[src/rtl/torpedo_pkg.sv]
// Shared types and defaults for the torpedo launch scheduler and the game top.
package torpedo_pkg;

  typedef enum logic {
    IDLE     = 1'b0,
    COOLDOWN = 1'b1
  } sched_state_t;

  localparam int DEF_T_NUM           = 4;
  localparam int DEF_COOLDOWN_FRAMES = 6;
  localparam int DEF_LIFE_FRAMES     = 90;

  localparam int PTR_W  = 3;
  localparam int CD_W   = 6;
  localparam int LIFE_W = 8;

  typedef struct packed {
    sched_state_t      state;
    logic              pending;
    logic [PTR_W-1:0]  rr_ptr;
    logic [CD_W-1:0]   cd_cnt;
  } sched_dbg_t;

endpackage

[src/rtl/torpedo_scheduler_rr_pick.sv]
// Combinational round-robin picker: first set req bit at or after ptr, wrapping.
module rr_pick
  import torpedo_pkg::*;
#(
  parameter int T_NUM = DEF_T_NUM
) (
  input  logic [T_NUM-1:0] req,
  input  logic [PTR_W-1:0] ptr,
  output logic [T_NUM-1:0] grant,
  output logic             valid
);

  // First pass covers ptr..T_NUM-1, second pass wraps to 0..ptr-1.
  always_comb begin
    grant = '0;
    valid = 1'b0;
    for (int i = 0; i < T_NUM; i++) begin
      if (!valid && req[i] && (i >= int'(ptr))) begin
        grant[i] = 1'b1;
        valid    = 1'b1;
      end
    end
    for (int i = 0; i < T_NUM; i++) begin
      if (!valid && req[i]) begin
        grant[i] = 1'b1;
        valid    = 1'b1;
      end
    end
  end

endmodule

[src/rtl/torpedo_scheduler.sv]
// Turns fire-button presses into one-hot launch pulses for free torpedo slots,
// with a frame cooldown, a one-deep pending request and per-slot flight tracking.
module torpedo_scheduler
  import torpedo_pkg::*;
#(
  parameter int T_NUM           = DEF_T_NUM,
  parameter int COOLDOWN_FRAMES = DEF_COOLDOWN_FRAMES,
  parameter int LIFE_FRAMES     = DEF_LIFE_FRAMES
) (
  input  logic                         clk,
  input  logic                         reset,
  input  logic                         vsync_pulse,
  input  logic                         enable,
  input  logic                         fire_btn,
  input  logic [T_NUM-1:0]             slot_done,
  output logic [T_NUM-1:0]             fire,
  output logic [T_NUM-1:0]             busy,
  output logic [$clog2(T_NUM+1)-1:0]   active_cnt,
  output logic                         ready,
  output sched_dbg_t                   dbg
);

  localparam int CW = $clog2(T_NUM+1);

  sched_state_t      state;
  logic              pending;
  logic [PTR_W-1:0]  rr_ptr;
  logic [CD_W-1:0]   cd_cnt;
  logic              btn_q, btn_prev;
  logic [LIFE_W-1:0] life_cnt [T_NUM];

  logic              press, want, cd_last, launch_window, launch, idle_n, pick_valid;
  logic [T_NUM-1:0]  grant, busy_n;
  logic [LIFE_W-1:0] life_n [T_NUM];
  logic [PTR_W-1:0]  ptr_n;
  logic [CW-1:0]     cnt_n;

  rr_pick #(.T_NUM(T_NUM)) u_pick (
    .req   (~busy),
    .ptr   (rr_ptr),
    .grant (grant),
    .valid (pick_valid)
  );

  // The frame that ends the cooldown may launch directly, so a buffered
  // request fires in the cycle right after the final vsync.
  assign press         = btn_q & ~btn_prev;
  assign want          = press | pending;
  assign cd_last       = vsync_pulse && (cd_cnt <= CD_W'(1));
  assign launch_window = (state == IDLE) || ((state == COOLDOWN) && cd_last);
  assign launch        = launch_window && want && enable && pick_valid;
  assign idle_n        = launch ? (COOLDOWN_FRAMES == 0) : launch_window;

  always_comb begin
    ptr_n = rr_ptr;
    for (int i = 0; i < T_NUM; i++) begin
      if (grant[i]) ptr_n = (i == T_NUM-1) ? '0 : PTR_W'(i+1);
    end
  end

  // A fresh launch wins over decrement; done and expiry collapse into one clear.
  always_comb begin
    busy_n = busy;
    cnt_n  = '0;
    for (int i = 0; i < T_NUM; i++) begin
      life_n[i] = life_cnt[i];
      if (launch && grant[i]) begin
        busy_n[i] = 1'b1;
        life_n[i] = LIFE_W'(LIFE_FRAMES);
      end else if (busy[i]) begin
        if (vsync_pulse && (life_cnt[i] != '0)) life_n[i] = life_cnt[i] - LIFE_W'(1);
        if (slot_done[i] || (vsync_pulse && (life_cnt[i] == LIFE_W'(1)))) busy_n[i] = 1'b0;
      end
      cnt_n = cnt_n + CW'(busy_n[i]);
    end
  end

  always_ff @(posedge clk) begin
    if (reset) begin
      state      <= IDLE;
      pending    <= 1'b0;
      rr_ptr     <= '0;
      cd_cnt     <= '0;
      btn_q      <= 1'b1;
      btn_prev   <= 1'b1;
      fire       <= '0;
      busy       <= '0;
      active_cnt <= '0;
      ready      <= 1'b1;
      for (int i = 0; i < T_NUM; i++) life_cnt[i] <= '0;
    end else begin
      btn_q      <= fire_btn;
      btn_prev   <= btn_q;
      fire       <= launch ? grant : '0;
      busy       <= busy_n;
      active_cnt <= cnt_n;
      ready      <= idle_n & (|(~busy_n));
      for (int i = 0; i < T_NUM; i++) life_cnt[i] <= life_n[i];

      if (launch) begin
        rr_ptr  <= ptr_n;
        cd_cnt  <= CD_W'(COOLDOWN_FRAMES);
        pending <= 1'b0;
        state   <= (COOLDOWN_FRAMES == 0) ? IDLE : COOLDOWN;
      end else begin
        case (state)
          IDLE: pending <= 1'b0;
          COOLDOWN: begin
            if (vsync_pulse && (cd_cnt != '0)) cd_cnt <= cd_cnt - CD_W'(1);
            if (cd_last) begin
              state   <= IDLE;
              pending <= 1'b0;
            end else begin
              pending <= enable & want;
            end
          end
          default: state <= IDLE;
        endcase
      end
    end
  end

  always_comb begin
    dbg.state   = state;
    dbg.pending = pending;
    dbg.rr_ptr  = rr_ptr;
    dbg.cd_cnt  = cd_cnt;
  end

endmodule

[config.mk]
export PLATFORM = sky130hd
export DESIGN_NAME = torpedo_scheduler
export DESIGN_NICKNAME = d
export VERILOG_FILES = /design/src/rtl/torpedo_pkg.sv /design/src/rtl/torpedo_scheduler_rr_pick.sv /design/src/rtl/torpedo_scheduler.sv
export SDC_FILE = /design/constraint.sdc
export NUM_CORES = 1
export LEC_CHECK = 0
export CORE_MARGIN = 3
export CORE_UTILIZATION = 55
export CTS_CLUSTER_DIAMETER = 60
export DETAILED_ROUTE_END_ITERATION = 6
export GPL_ROUTABILITY_DRIVEN = 1
export PLACE_DENSITY = 0.85
export RECOVER_POWER = 50
export SYNTH_ARGS = -nofsm -noshare
export SYNTH_HDL_FRONTEND = slang
export SYNTH_SLANG_ARGS = --single-unit
[constraint.sdc]
create_clock -name clk -period 3.8 [get_ports clk]
set_input_delay 0.57 -clock clk [delete_from_list [all_inputs] [get_ports clk]]
set_output_delay 0.57 -clock clk [all_outputs]
set_load 0.01 [all_outputs]
After elaboration in Yosys (flattened, before gate mapping)
Memories as Yosys holds them, arrays and structs flattened.
Cells that the tools add are included.
W data, S select, Z words.
{ "classes": {"addsub": 8, "order_cmp": 5, "n_eq_ne": 4, "n_mux": 59, "n_bitwise": 13, "reduce_logical": 55} }
{ "ops": {"columns": ["cell", "count"], "rows": [
  ["$mux W8", 16],
  ["$mux W1", 35],
  ["$eq A8 B1 Y1 const B", 4],
  ["$reduce_bool A8 Y1", 4],
  ["$sub A8 B1 Y8 const B", 4],
  ["$logic_and A1 B1 Y1", 29],
  ["$mux W3", 7],
  ["$not A4 Y4", 2],
  ["$logic_not A1 Y1", 7],
  ["$ge A1 B3 Y1 const A", 2],
  ["$ge A2 B3 Y1 const A", 2],
  ["$le A6 B1 Y1 const B", 1],
  ["$reduce_and A2 Y1", 3],
  ["$reduce_bool A6 Y1", 1],
  ["$sub A6 B1 Y6 const B", 1],
  ["$logic_or A1 B1 Y1", 5],
  ["$or A1 B1 Y1", 5],
  ["$reduce_bool A2 Y1", 2],
  ["$reduce_bool A4 Y1", 1],
  ["$reduce_or A2 Y1", 2],
  ["$reduce_or A4 Y1", 1],
  ["$add A2 B1 Y3", 1],
  ["$add A3 B1 Y3", 1],
  ["$and A1 B1 Y1", 3],
  ["other kinds (3)", 5]
]} }
{ "totals": {"reg_bits": 25, "ram_bits": 32, "inputBits": 9, "out_inout_bits": 23, "word_cells": 156, "n_memories": 1} }
{ "mem_list": {"columns": ["memory", "depth", "word_bits", "read_ports", "rd_clocked_by_memory_dff", "write_ports", "line", "source"], "rows": [
  ["life_cnt", 4, 8, 4, 0, 4, "torpedo_scheduler.sv:30", "logic [LIFE_W-1:0] life_cnt [T_NUM];"]
]} }

Longest topological paths before layout
Gate-level depths: netlist of run 1.
{ "depth": {"depth_word": 33, "depth_mapped": 11, "depth_no_buf": 11} }

Hierarchy
Synthesis of run 1 repeated with hierarchy kept, for this count alone.
{ "hier_totals": {"cells_unflattened": 334, "hier_area_um2": 2991.6} }
{ "by_module_without_submodules": {"columns": ["mod", "instances", "cells_each", "area_each_um2", "seq_area_each_um2"], "rows": [
  ["torpedo_scheduler", 1, 311, 2842.7, 1121.1],
  ["rr_pick", 1, 23, 148.9, 0.0]
]} }

Worst setup path after synthesis of run 1
No wires, ideal clock.
{ "synth_path": {"path_kind": "reg-to-reg", "start": "reg cd_cnt[3]", "end": "reg active_cnt[1]", "arrival_ps": 2654, "path_slack_ps": 1019, "stages_incl_launch_ff": 10, "path_buffers": 0, "synth_period_minus_slack_ps": 2781, "cell_sequence": "dfxtp_1 or4_4 o21ai_4 and2_1 nand2_1 nand2_1 fa_1 ha_1 ha_1 nor2b_1"} }
{ "synth_between": {"elab_chain_len": 12} }
{ "synth_lines": {"columns": ["element", "line", "source"], "rows": [
  ["start: declaration", "torpedo_scheduler.sv:28", "logic [CD_W-1:0] cd_cnt;"],
  ["start signal: assignment", "torpedo_scheduler.sv:102", "cd_cnt <= CD_W'(COOLDOWN_FRAMES);"],
  ["start signal: assignment", "torpedo_scheduler.sv:109", "if (vsync_pulse && (cd_cnt != '0)) cd_cnt <= cd_cnt - CD_W'(1);"],
  ["$le A6 B1 Y1", "torpedo_scheduler.sv:49", "assign cd_last = vsync_pulse && (cd_cnt <= CD_W'(1));"],
  ["$logic_and A1 B1 Y1", "torpedo_scheduler.sv:49", null],
  ["$logic_and A1 B1 Y1", "torpedo_scheduler.sv:50", "assign launch_window = (state == IDLE) || ((state == COOLDOWN) && cd_last);"],
  ["$logic_or A1 B1 Y1", "torpedo_scheduler.sv:50", null],
  ["$logic_and A1 B1 Y1 (3 in a row)", "torpedo_scheduler.sv:51", "assign launch = launch_window && want && enable && pick_valid;"],
  ["$logic_and A1 B1 Y1", "torpedo_scheduler.sv:67", "if (launch && grant[i]) begin"],
  ["$mux W1", "torpedo_scheduler.sv:67", null],
  ["named net busy_n[1]", "torpedo_scheduler.sv:33", "logic [T_NUM-1:0] grant, busy_n;"],
  ["$add A1 B1 Y2", "torpedo_scheduler.sv:74", "cnt_n = cnt_n + CW'(busy_n[i]);"],
  ["$add A2 B1 Y3", "torpedo_scheduler.sv:74", null],
  ["$add A3 B1 Y3", "torpedo_scheduler.sv:74", null],
  ["named net cnt_n[1]", "torpedo_scheduler.sv:36", "logic [CW-1:0] cnt_n;"],
  ["end signal: assignment", "torpedo_scheduler.sv:96", "active_cnt <= cnt_n;"],
  ["end: declaration", "torpedo_scheduler.sv:18", "output logic [$clog2(T_NUM+1)-1:0] active_cnt,"]
]} }
The timed path passes the listed nets, and every way through them passes these cells.
A chain may end at the register's enable or synchronous reset.

Worst setup path in the final report of run 1
{ "layout_path": {"start": "in vsync_pulse", "end": "reg active_cnt[1]"} }
{ "layout_between": {"elab_chain_len": 11} }
{ "layout_lines": {"columns": ["element", "line", "source"], "rows": [
  ["start: declaration", "torpedo_scheduler.sv:12", "input logic vsync_pulse,"],
  ["$logic_and A1 B1 Y1", "torpedo_scheduler.sv:49", null],
  ["$logic_and A1 B1 Y1", "torpedo_scheduler.sv:50", null],
  ["$logic_or A1 B1 Y1", "torpedo_scheduler.sv:50", null],
  ["$logic_and A1 B1 Y1 (3 in a row)", "torpedo_scheduler.sv:51", null],
  ["$logic_and A1 B1 Y1", "torpedo_scheduler.sv:67", null],
  ["$mux W1 *", "torpedo_scheduler.sv:67", null],
  ["named net busy_n[1]", "torpedo_scheduler.sv:33", null],
  ["$add A1 B1 Y2 *", "torpedo_scheduler.sv:74", null],
  ["$add A2 B1 Y3 *", "torpedo_scheduler.sv:74", null],
  ["$add A3 B1 Y3 *", "torpedo_scheduler.sv:74", null],
  ["named net cnt_n[1]", "torpedo_scheduler.sv:36", null]
]} }
Mark *: on every way through the listed nets, which the timed path passes. The rest lies on a longest branch.

==> results of run 1 <==
## final timing paths
path | startpoint | end | slack, ps | depth (start not counted)
hold / removal | btn_q | btn_prev | 450 | 1
setup reg to reg | cd_cnt[3] | active_cnt[1] | 760 | 9
hold reg to reg | btn_q | btn_prev | 450 | 1
setup / recovery | vsync_pulse | active_cnt[1] | 750 | 10
## cells by family (layout without fill, tap and decap cells)
logic type                 Yosys count  in the layout
xor gates and xnor gates            31             31
and+or+nand+nor                    120            120
buffers and inverters               27             57
DFF                                 56             56
other                                1              1
adders and majority gates           15             15
AOI/OAI and AO/OA                   57             57
## routing by layer
layer | track usage | wire length [um] | share of wire
met2 | 0.3156 | 2559 | 0.47
met3 | 0.03958 | 276 | 0.051
met4 | 0.09903 | 77 | 0.014
met5 | 0 | 0 | 0
met1 | 0.2686 | 2544 | 0.47
## final cells by class
| class | instances | area [sq um] |
|---|---|---|
| tap | 65 | 81.33 |
| sequential | 56 | 1121 |
| fill | 360 | 1404 |
| multi-input combinational | 224 | 1449 |
| clock buffer | 6 | 72.57 |
| clock inverter | 2 | 35.03 |
| timing repair buffer | 33 | 311.5 |
| inverter | 16 | 60.06 |
## worst reg2reg max path: stages (launching register included)
cell and delay (ps):
dfxtp_1 360, or4_4 570, o21ai_4 300, and2_1 280
nand2_1 200, nand2_1 160, fa_1 430, ha_1 210
ha_1 260, nor2b_1 130
## placed cells by master, fill, tap and decap left out, types with 10 or more instances in the layout
cell type | Yosys | final
xnor2_1 | 10 | 10
inv_1 | 16 | 16
dlygate4sd3_1 | 0 | 22
nand3_1 | 10 | 10
nor2_1 | 25 | 25
o21ai_0 | 12 | 12
dfxtp_1 | 56 | 56
xor2_1 | 21 | 21
nor3_1 | 20 | 20
nand2_1 | 26 | 26
ha_1 | 14 | 14
a21oi_1 | 24 | 24
## through the flow
stage	total power [mW]	hold slack, ps	std cells	setup slack (ps)
final	1.032	450.8	402	753.9
after global routing	1.066	486.5	402	554.5
after CTS	1.041	449.3	402	751.6
after detailed placement	0.6661	425.7	394	508.3
after global placement	0.6652	415.7	394	562.1
after floorplan	0.6432	408.6	307	1019
## state kept, by name, summed over array words and instances (netlist names)
name	cells
btn_prev	1
cd_cnt	6
state	1
pending	1
active_cnt	3
life_cnt	32
fire	4
ready	1
busy	4
btn_q	1
rr_ptr	2
## power by group
part,switching (mW),total (mW),internal (mW)
sequential,0.00562,0.598,0.592
combinational,0.0300,0.0527,0.0227
clock,0.186,0.381,0.196
==> results.yml, run 1 <==
flow_run:
  drv_cap: 0
final_layout:
  layout.nets: 360
  fin_util: 0.6904
  fin_area_sq_um: 3131
  n_antenna_cell: 0
  syn_to_final_growth_pct: 16.59
  drive_above_1_share: 0.05638
power:
  ir_drop_v: 0.0002521
  p_leak_nw: 1.157
  p_per_area_nw_per_um2: 329.5
synthesis:
  post-synth-top-count-cell: "dfxtp_1"
  synth_async_sr_flop_share: 0
  syn_avg_cell_area_sq_um: 8.746
  synth_flop_cell: "dfxtp_1"
  yosys-top-cells-count: "56 x dfxtp_1, 26 x nand2_1, 25 x nor2_1"
  ys_warn_count: 0
  synthTopCellsByArea: "dfxtp_1 42%, xor2_1 6.8%, ha_1 6.5%"
  synth_largest_area_cell: "dfxtp_1"
  yosys.area_share.simple: 0.2302
  synth.distinct_cells: 44
  yosysSeqAreaShare: 0.4175
  synthMuxAreaShare: 0
  yosysTopAreaCellShare: 0.4175
  synthXorXnorAreaFrac: 0.1011
  ys_ff_latch: 56
  synth.cell_area_sq_um: 2685
  synth_top_family_by_area: "simple AND/OR/NAND/NOR gates"
  synth-edff-count: 0
  postSynthCellCount: 307
  synth_nets: 331
  synth-compound-area-share: 0.1342
  synth_fa_ha_area_frac: 0.07269
placed_design:
  place_hpwl_um: 3854
  portBuffers: 30
  place.gp.congestion: 0.8509
  dpl_cell_area_sq_um: 3034
timing:
  fmax_mhz: 328.3
  rsz0062_at_grt: "no"
  tns_ps: 0
  hold_viol_final: 0
  fin_crit_sh: 0.8016
  skew_ps: 4.730
  finalMaxSlewViolations: 0
  finalSetupViolCount: 0
  min_period_ps: 3046
  slew-limit-headroom: 0.4003
  tightestPinTransition_ps: 896.6
floorplan:
  initial_core_util: 0.5922
  io_pins: 32
  dieArea_sq_um: 5756
  die_w_um: 75.87
  coreArea_sq_um: 4534
  die_y_um: 75.87
  rows: 24
routing:
  first_iter_violations: 156
  viasPerCell: 5.510
  route.detailed.drc: 0
  ant_nets: 0
  wl_um: 5458
  firstDrtPassIters: 4
  vias: 2215
  wl_per_cell_um: 13.58
clocking:
  numCtsBuffers: 5
  ctsResizeCount: 0
  htreeDepth: 2
  hold_buffers: 0
  clock-sinks: 56
  clkTransAtPathRegs_ps: 90
  cts_root_buf: "clkbuf_8"
  clockBufferDepth: 2
  cts_tree: "built"
  postCtsSetupBuffers: 0
  clk_latency_ps: 310
critical_path:
  worstSetupPathType: "primary input to register"
  path_max_fanout: 8
  slowest_stage: "dlygate4sd3_1"
  crit_buf_inv: 1
  critical-path-top-delay-family: "adder cells"
  cp.arrival_ps: 3210
  cpPeakStageDelay_ps: 540
  worstPathCellList: "dlygate4sd3_1 -> o21ai_0 -> o21ai_4 -> and2_1 -> nand2_1 -> nand2_1 -> fa_1 -> ha_1 -> ha_1 -> nor2b_1"
  worstPathRequired_ps: 3970
  start_kind: "primary input"
  end_kind: "register"
global_route:
  gr-usage-all-layers: 0.2028
  grt_max_degree: 25
  grt_overflow: 0
  grt_pass1_vias: 2056
  antenna_found_initial: 0
  grt_pass1_wl_um: 9039
outcome:
  status: "finished, final reports clean"
min_path:
  hold_class: "register to register"
(Power assumes the default switching activity.)
==> inputs of run 2 (changes only) <==
--- a/config.mk
+++ b/config.mk
@@ -6,11 +6,11 @@
 export NUM_CORES = 1
 export LEC_CHECK = 0
 export CORE_MARGIN = 3
-export CORE_UTILIZATION = 55
+export CORE_UTILIZATION = 50
 export CTS_CLUSTER_DIAMETER = 60
 export DETAILED_ROUTE_END_ITERATION = 6
 export GPL_ROUTABILITY_DRIVEN = 1
-export PLACE_DENSITY = 0.85
+export PLACE_DENSITY = 0.82
 export RECOVER_POWER = 50
 export SYNTH_ARGS = -nofsm -noshare
 export SYNTH_HDL_FRONTEND = slang
==> constraint.sdc (replaced) <==
create_clock -name clk -period 2.5 [get_ports clk]
set_input_delay 0.375 -clock clk [delete_from_list [all_inputs] [get_ports clk]]
set_output_delay 0.375 -clock clk [all_outputs]
set_load 0.01 [all_outputs]
==> run 2 against run 1 <==
Against the previous run:
- wire length grew 12%
- flip-flop and latch count is the same
- worst setup slack lost 740 ps
- via count grew 6.8%
- final area grew 11%
- critical path type is now register to register
- total power grew 50%
- sequential share of layout area shrank 3.4 points
- critical endpoint unchanged
- utilization shrank 1.6 points
- non-clock buffer count grew 34
- die area grew 9.2%
- register-to-register slack lost 750 ps
==> results.yml, run 2 (synthesis results as in run 1) <==
final_layout:
  fillerInstances: 436
  reg.largest.list: "life_cnt x32, cd_cnt x6"
  final_cell_mix: "53 x dfxtp_1, 35 x buf_4, 25 x nor2_1"
  fin_util: 0.6745
  largest_reg_flops: 32
  layout.nets: 394
  syn_to_final_growth_pct: 29.12
  drive_above_1_share: 0.1833
  n_antenna_cell: 0
  regMostFlops: "life_cnt"
  mostFrequentLayoutCell: "dfxtp_1"
critical_path:
  worstSetupPathType: "register to register"
  end_kind: "register"
  crit_buf_inv: 0
  cp.arrival_ps: 2710
  path_max_fanout: 2
  start_kind: "register"
  reg2reg_slack_ps: 9
  cpPeakStageDelay_ps: 560
  worstPathRequired_ps: 2710
  slowest_stage: "or4_4"
  critical-path-top-delay-family: "adder cells"
  worstPathCellList: "or4_4 -> nor3_4 -> a311o_1 -> nand2_2 -> fa_1 -> ha_2 -> ha_4 -> nor2b_4"
clocking:
  numCtsBuffers: 5
  clock-sinks: 56
  clockBufferDepth: 2
  htreeDepth: 2
  cts_tree: "built"
  cts_root_buf: "clkbuf_8"
  clk_latency_ps: 320
  clkTransAtPathRegs_ps: 100
global_route:
  grt_pass1_wl_um: 10520
  grt_pass1_vias: 2383
  grt_overflow: 0
  grt_max_degree: 35
  antenna_found_initial: 0
  gr-usage-all-layers: 0.2114
power:
  p_leak_nw: 1.345
  clock_power_share: 0.346
  p_seq_frac: 0.586
  p_comb_frac: 0.069
  p_per_area_nw_per_um2: 446.0
  swShare: 0.2480
  ir_drop_v: 0.0003136
  power.net_switching_mw: 0.3835
  p_int_mw: 1.163
routing:
  wl_um: 6104
  viasPerCell: 5.363
  route.detailed.drc: 0
  vias: 2365
  firstDrtPassIters: 4
  wl_per_cell_um: 13.84
  first_iter_violations: 159
  ant_nets: 0
outcome:
  status: "finished, final reports clean"
timing:
  min_period_ps: 2491
  hold_viol_final: 0
  skew_ps: 7.537
  tns_ps: 0
  rsz0062_at_grt: "yes"
  slew-limit-headroom: 0.6205
  fmax_mhz: 401.4
  finalMaxSlewViolations: 0
  fin_crit_sh: 0.9964
  tightestPinTransition_ps: 566.6
  finalSetupViolCount: 0
placed_design:
  place.gp.congestion: 0.8902
  place_hpwl_um: 4455
  portBuffers: 30
floorplan:
  io_pins: 32
  die_w_um: 79.28
  coreArea_sq_um: 5140
  initial_core_util: 0.5224
  dieArea_sq_um: 6285
  rows: 26
  die_y_um: 79.28
min_path:
  hold_class: "register to register"
flow_run:
  drv_cap: 0
-- run 2: cell types whose count changed in the layout (fill, tap and decap cells not counted), sizes merged --
cell	previous run	this run
dlygate4sd3	22	20
clkdlybuf4s50	8	10
buf	0	35
bufinv	1	0
inv	16	19
clkinv	1	0
clkbuf	9	7
-- run 2: power by group through the flow --
stage / Sequential [mW] / Combinational (mW) / Clock [mW]
detailed placement: 0.926 / 0.104 / 0
global placement: 0.925 / 0.103 / 0
CTS: 0.905 / 0.107 / 0.548
floorplan: 0.929 / 0.0514 / 0
global route: 0.907 / 0.116 / 0.585
finish: 0.905 / 0.106 / 0.535
-- run 2: worst register-to-register path, stage by stage (launching register included) --
cell and delay (ps):
dfxtp_1 330, or4_4 560, nor3_4 140, a311o_1 220
nand2_2 80, fa_1 560, ha_2 190, ha_4 190
nor2b_4 110
-- run 2: path summary, 6_finish.rpt --
check | endpoint | from | cells after the start
max | active_cnt[1] | life_cnt[0][3] | 8
min | btn_prev | btn_q | 1
max reg2reg | active_cnt[1] | life_cnt[0][3] | 8
min reg2reg | btn_prev | btn_q | 1
-- run 2: layer usage --
metal	up-vias	wire length (um)	global-route usage
met2	70	3134	0.3830
met5	-	0	0
met3	12	302	0.04762
met4	0	85	0.07388
li1	1184	-	-
met1	1099	2582	0.2424
-- run 2: repair_timing --
| action | 4_1_cts | 5_1_grt |
|---|---|---|
| setup endpoints to repair | 1 | 2 |
| resized for setup | 5 | 2 |
| setup buffers | 2 | 1 |
| pin swaps | 6 | 4 |
| hold buffers | 0 | 0 |
| hold endpoints to repair | 0 | 0 |
-- run 2: layout make-up --
cell class | count | area [sq um] | area share
multi-input combinational | 224 | 1526 | 0.4403
tap | 70 | 87.58 | 0.02526
clock inverter | 3 | 28.78 | 0.008300
timing repair buffer | 67 | 570.5 | 0.1646
clock buffer | 5 | 68.82 | 0.01985
inverter | 16 | 60.06 | 0.01732
sequential | 56 | 1125 | 0.3244
-- run 2: through the flow --
stage / instance area, sq um / power, mW / hold slack (ps) / cells / setup WS (ps)
after detailed placement: 3312 / 1.030 / 419.0 / 430 / -181.3
after floorplan: 2724 / 0.9802 / 408.6 / 307 / -96.53
final: 3467 / 1.546 / 443.7 / 441 / 8.957
after global placement: 3312 / 1.028 / 416.6 / 430 / -126.7
after global routing: 3467 / 1.608 / 479.8 / 441 / -63.39
after CTS: 3458 / 1.560 / 446.3 / 440 / -10.34
==> inputs of run 3 (changes only) <==
--- a/config.mk
+++ b/config.mk
@@ -10,8 +10,8 @@
 export CTS_CLUSTER_DIAMETER = 60
 export DETAILED_ROUTE_END_ITERATION = 6
 export GPL_ROUTABILITY_DRIVEN = 1
-export PLACE_DENSITY = 0.82
-export RECOVER_POWER = 50
+export PLACE_DENSITY = 0.76
+export RECOVER_POWER = 100
 export SYNTH_ARGS = -nofsm -noshare
 export SYNTH_HDL_FRONTEND = slang
 export SYNTH_SLANG_ARGS = --single-unit
==> run 3 against run 2 <==
Against the previous run:
- the flow now finishes with violations (setup timing)
- hold slack better by 15 ps
- flip-flop and latch count unchanged
- sequential power about the same
- wire length down 4.9%
- first-iteration DRC count down 24%
- total power down 0.77%
- final area unchanged
- via count down 1.4%
- global-route usage down 1.5 points
- highest routed layer unchanged
==> results.yml, run 3 (synthesis results as in run 1) <==
power:
  ir_drop_v: 0.0002813
  p_total_mw: 1.534
  clock_power_share: 0.339
  p_leak_nw: 1.307
  p_int_mw: 1.201
  p_per_area_nw_per_um2: 442.6
  p_comb_frac: 0.070
  swShare: 0.2176
  power.net_switching_mw: 0.3339
  p_seq_frac: 0.591
min_path:
  hold_class: "register to register"
clocking:
  clk_latency_ps: 300
  htreeDepth: 2
  hold_buffers: 0
  numCtsBuffers: 5
  cts_tree: "built"
  clockBufferDepth: 2
  clkTransAtPathRegs_ps: 90
  cts_root_buf: "clkbuf_8"
  clock-sinks: 56
routing:
  ant_nets: 0
  wl_per_cell_um: 13.25
  first_iter_violations: 121
  wl_um: 5804
  firstDrtPassIters: 4
  route.detailed.drc: 0
  vias: 2333
  viasPerCell: 5.326
final_layout:
  largest_reg_flops: 32
  reg.largest.list: "life_cnt x32, cd_cnt x6"
  regMostFlops: "life_cnt"
  final_cell_mix: "52 x dfxtp_1, 34 x buf_4, 25 x nor2_1"
  fin_area_sq_um: 3467
  n_antenna_cell: 0
  syn_to_final_growth_pct: 29.12
  fillerInstances: 456
  fin_util: 0.6745
  drive_above_1_share: 0.1848
  layout.nets: 392
  mostFrequentLayoutCell: "dfxtp_1"
critical_path:
  path_max_fanout: 6
  cpPeakStageDelay_ps: 560
  worstPathCellList: "or4_4 -> o21ai_4 -> and2_4 -> nand2_4 -> nand2_4 -> fa_1 -> ha_2 -> ha_4 -> nor2b_1"
  worstSetupPathType: "register to register"
  worstPathRequired_ps: 2700
  start_kind: "register"
  slowest_stage: "or4_4"
  cp.arrival_ps: 2710
  cp_common_cell: "nand2_4"
  end_kind: "register"
placed_design:
  dpl_cell_area_sq_um: 3317
  place_hpwl_um: 4232
  portBuffers: 30
  place.gp.congestion: 0.8682
timing:
  slew-limit-headroom: 0.6271
  tns_ps: -9.718
  skew_ps: 3.159
  fin_crit_sh: 1.004
  finalSetupViolCount: 1
  finalMaxSlewViolations: 0
  timing.final.ws_setup_ps: -9.718
  min_period_ps: 2510
  rsz0062_at_grt: "yes"
  tightestPinTransition_ps: 556.8
  hold_ws_ps: 459.1
  fmax_mhz: 398.5
  hold_viol_final: 0
floorplan:
  io_pins: 32
  die_w_um: 79.28
  rows: 26
  dieArea_sq_um: 6285
  die_y_um: 79.28
  initial_core_util: 0.5224
  coreArea_sq_um: 5140
global_route:
  grt_pass1_wl_um: 9977
  grt_max_degree: 50
  antenna_found_initial: 0
  gr-usage-all-layers: 0.1968
  grt_pass1_vias: 2285
  grt_overflow: 0
outcome:
  violations: "setup timing"
  status: "complete, but fails checks"
flow_run:
  drv_cap: 0
[run 3: changes by cell type in the layout (fill, tap and decap cells not counted), moves of 2 or more]
| cell | delta |
|---|---|
| clkdlybuf4s50_1 | +11 |
| clkbuf_8 | +2 |
| dlygate4sd3_1 | -11 |
| clkbuf_1 | -2 |
| inv_6 | -2 |
[run 3: power groups by stage]
stage               clock network (mW)  registers [mW]  logic, mW
global placement                     0           0.927      0.103
CTS                              0.534           0.907      0.107
floorplan                            0           0.929     0.0514
global route                     0.574           0.908      0.117
finish                           0.521           0.906      0.107
detailed placement                   0           0.927      0.104
[run 3: path summary, 6_finish.rpt]
path / cells past startpoint / endpoint / start / slack (ps)
max reg2reg: 9 / active_cnt[1] / cd_cnt[5] / -10
min: 1 / btn_prev / btn_q / 460
max: 9 / active_cnt[1] / cd_cnt[5] / -10
min reg2reg: 1 / btn_prev / btn_q / 460
[run 3: timing repair]
item	4_1_cts	5_1_grt
endpoints found under the setup margin	3	3
pin swaps	6	1
hold endpoints to repair	0	0
resized for setup	5	3
setup buffers	0	2
[run 3: cell type report]
cell class	instances	area [sq um]	share of cell area
timing repair buffer	65	575.6	0.1660
multi-input combinational	224	1521	0.4388
clock buffer	7	96.34	0.02779
tap	70	87.58	0.02526
sequential	56	1126	0.3248
inverter	16	60.06	0.01732
[run 3: critical path: cells and delay by family (launching register included)]
| family | cells | cell delay (ps) |
|---|---|---|
| and+or+nand+nor | 5 | 1010 |
| adders and majority gates | 3 | 800 |
| DFF | 1 | 330 |
| AOI/OAI and AO/OA | 1 | 280 |
[run 3: stage by stage]
step / std cells / setup WS, ps
global placement: 429 / -147.0
detailed placement: 429 / -136.4
CTS: 436 / 18.67
floorplan: 307 / -96.53
finish: 438 / -9.718
global route: 438 / -99.94
[run 3: routing by layer]
layer	global-route usage	part of all wire	up-vias
met5	0	0	-
met1	0.2397	0.45	1107
met4	0.06186	0.012	0
met3	0.03515	0.039	8
met2	0.3502	0.50	40
li1	-	-	1178
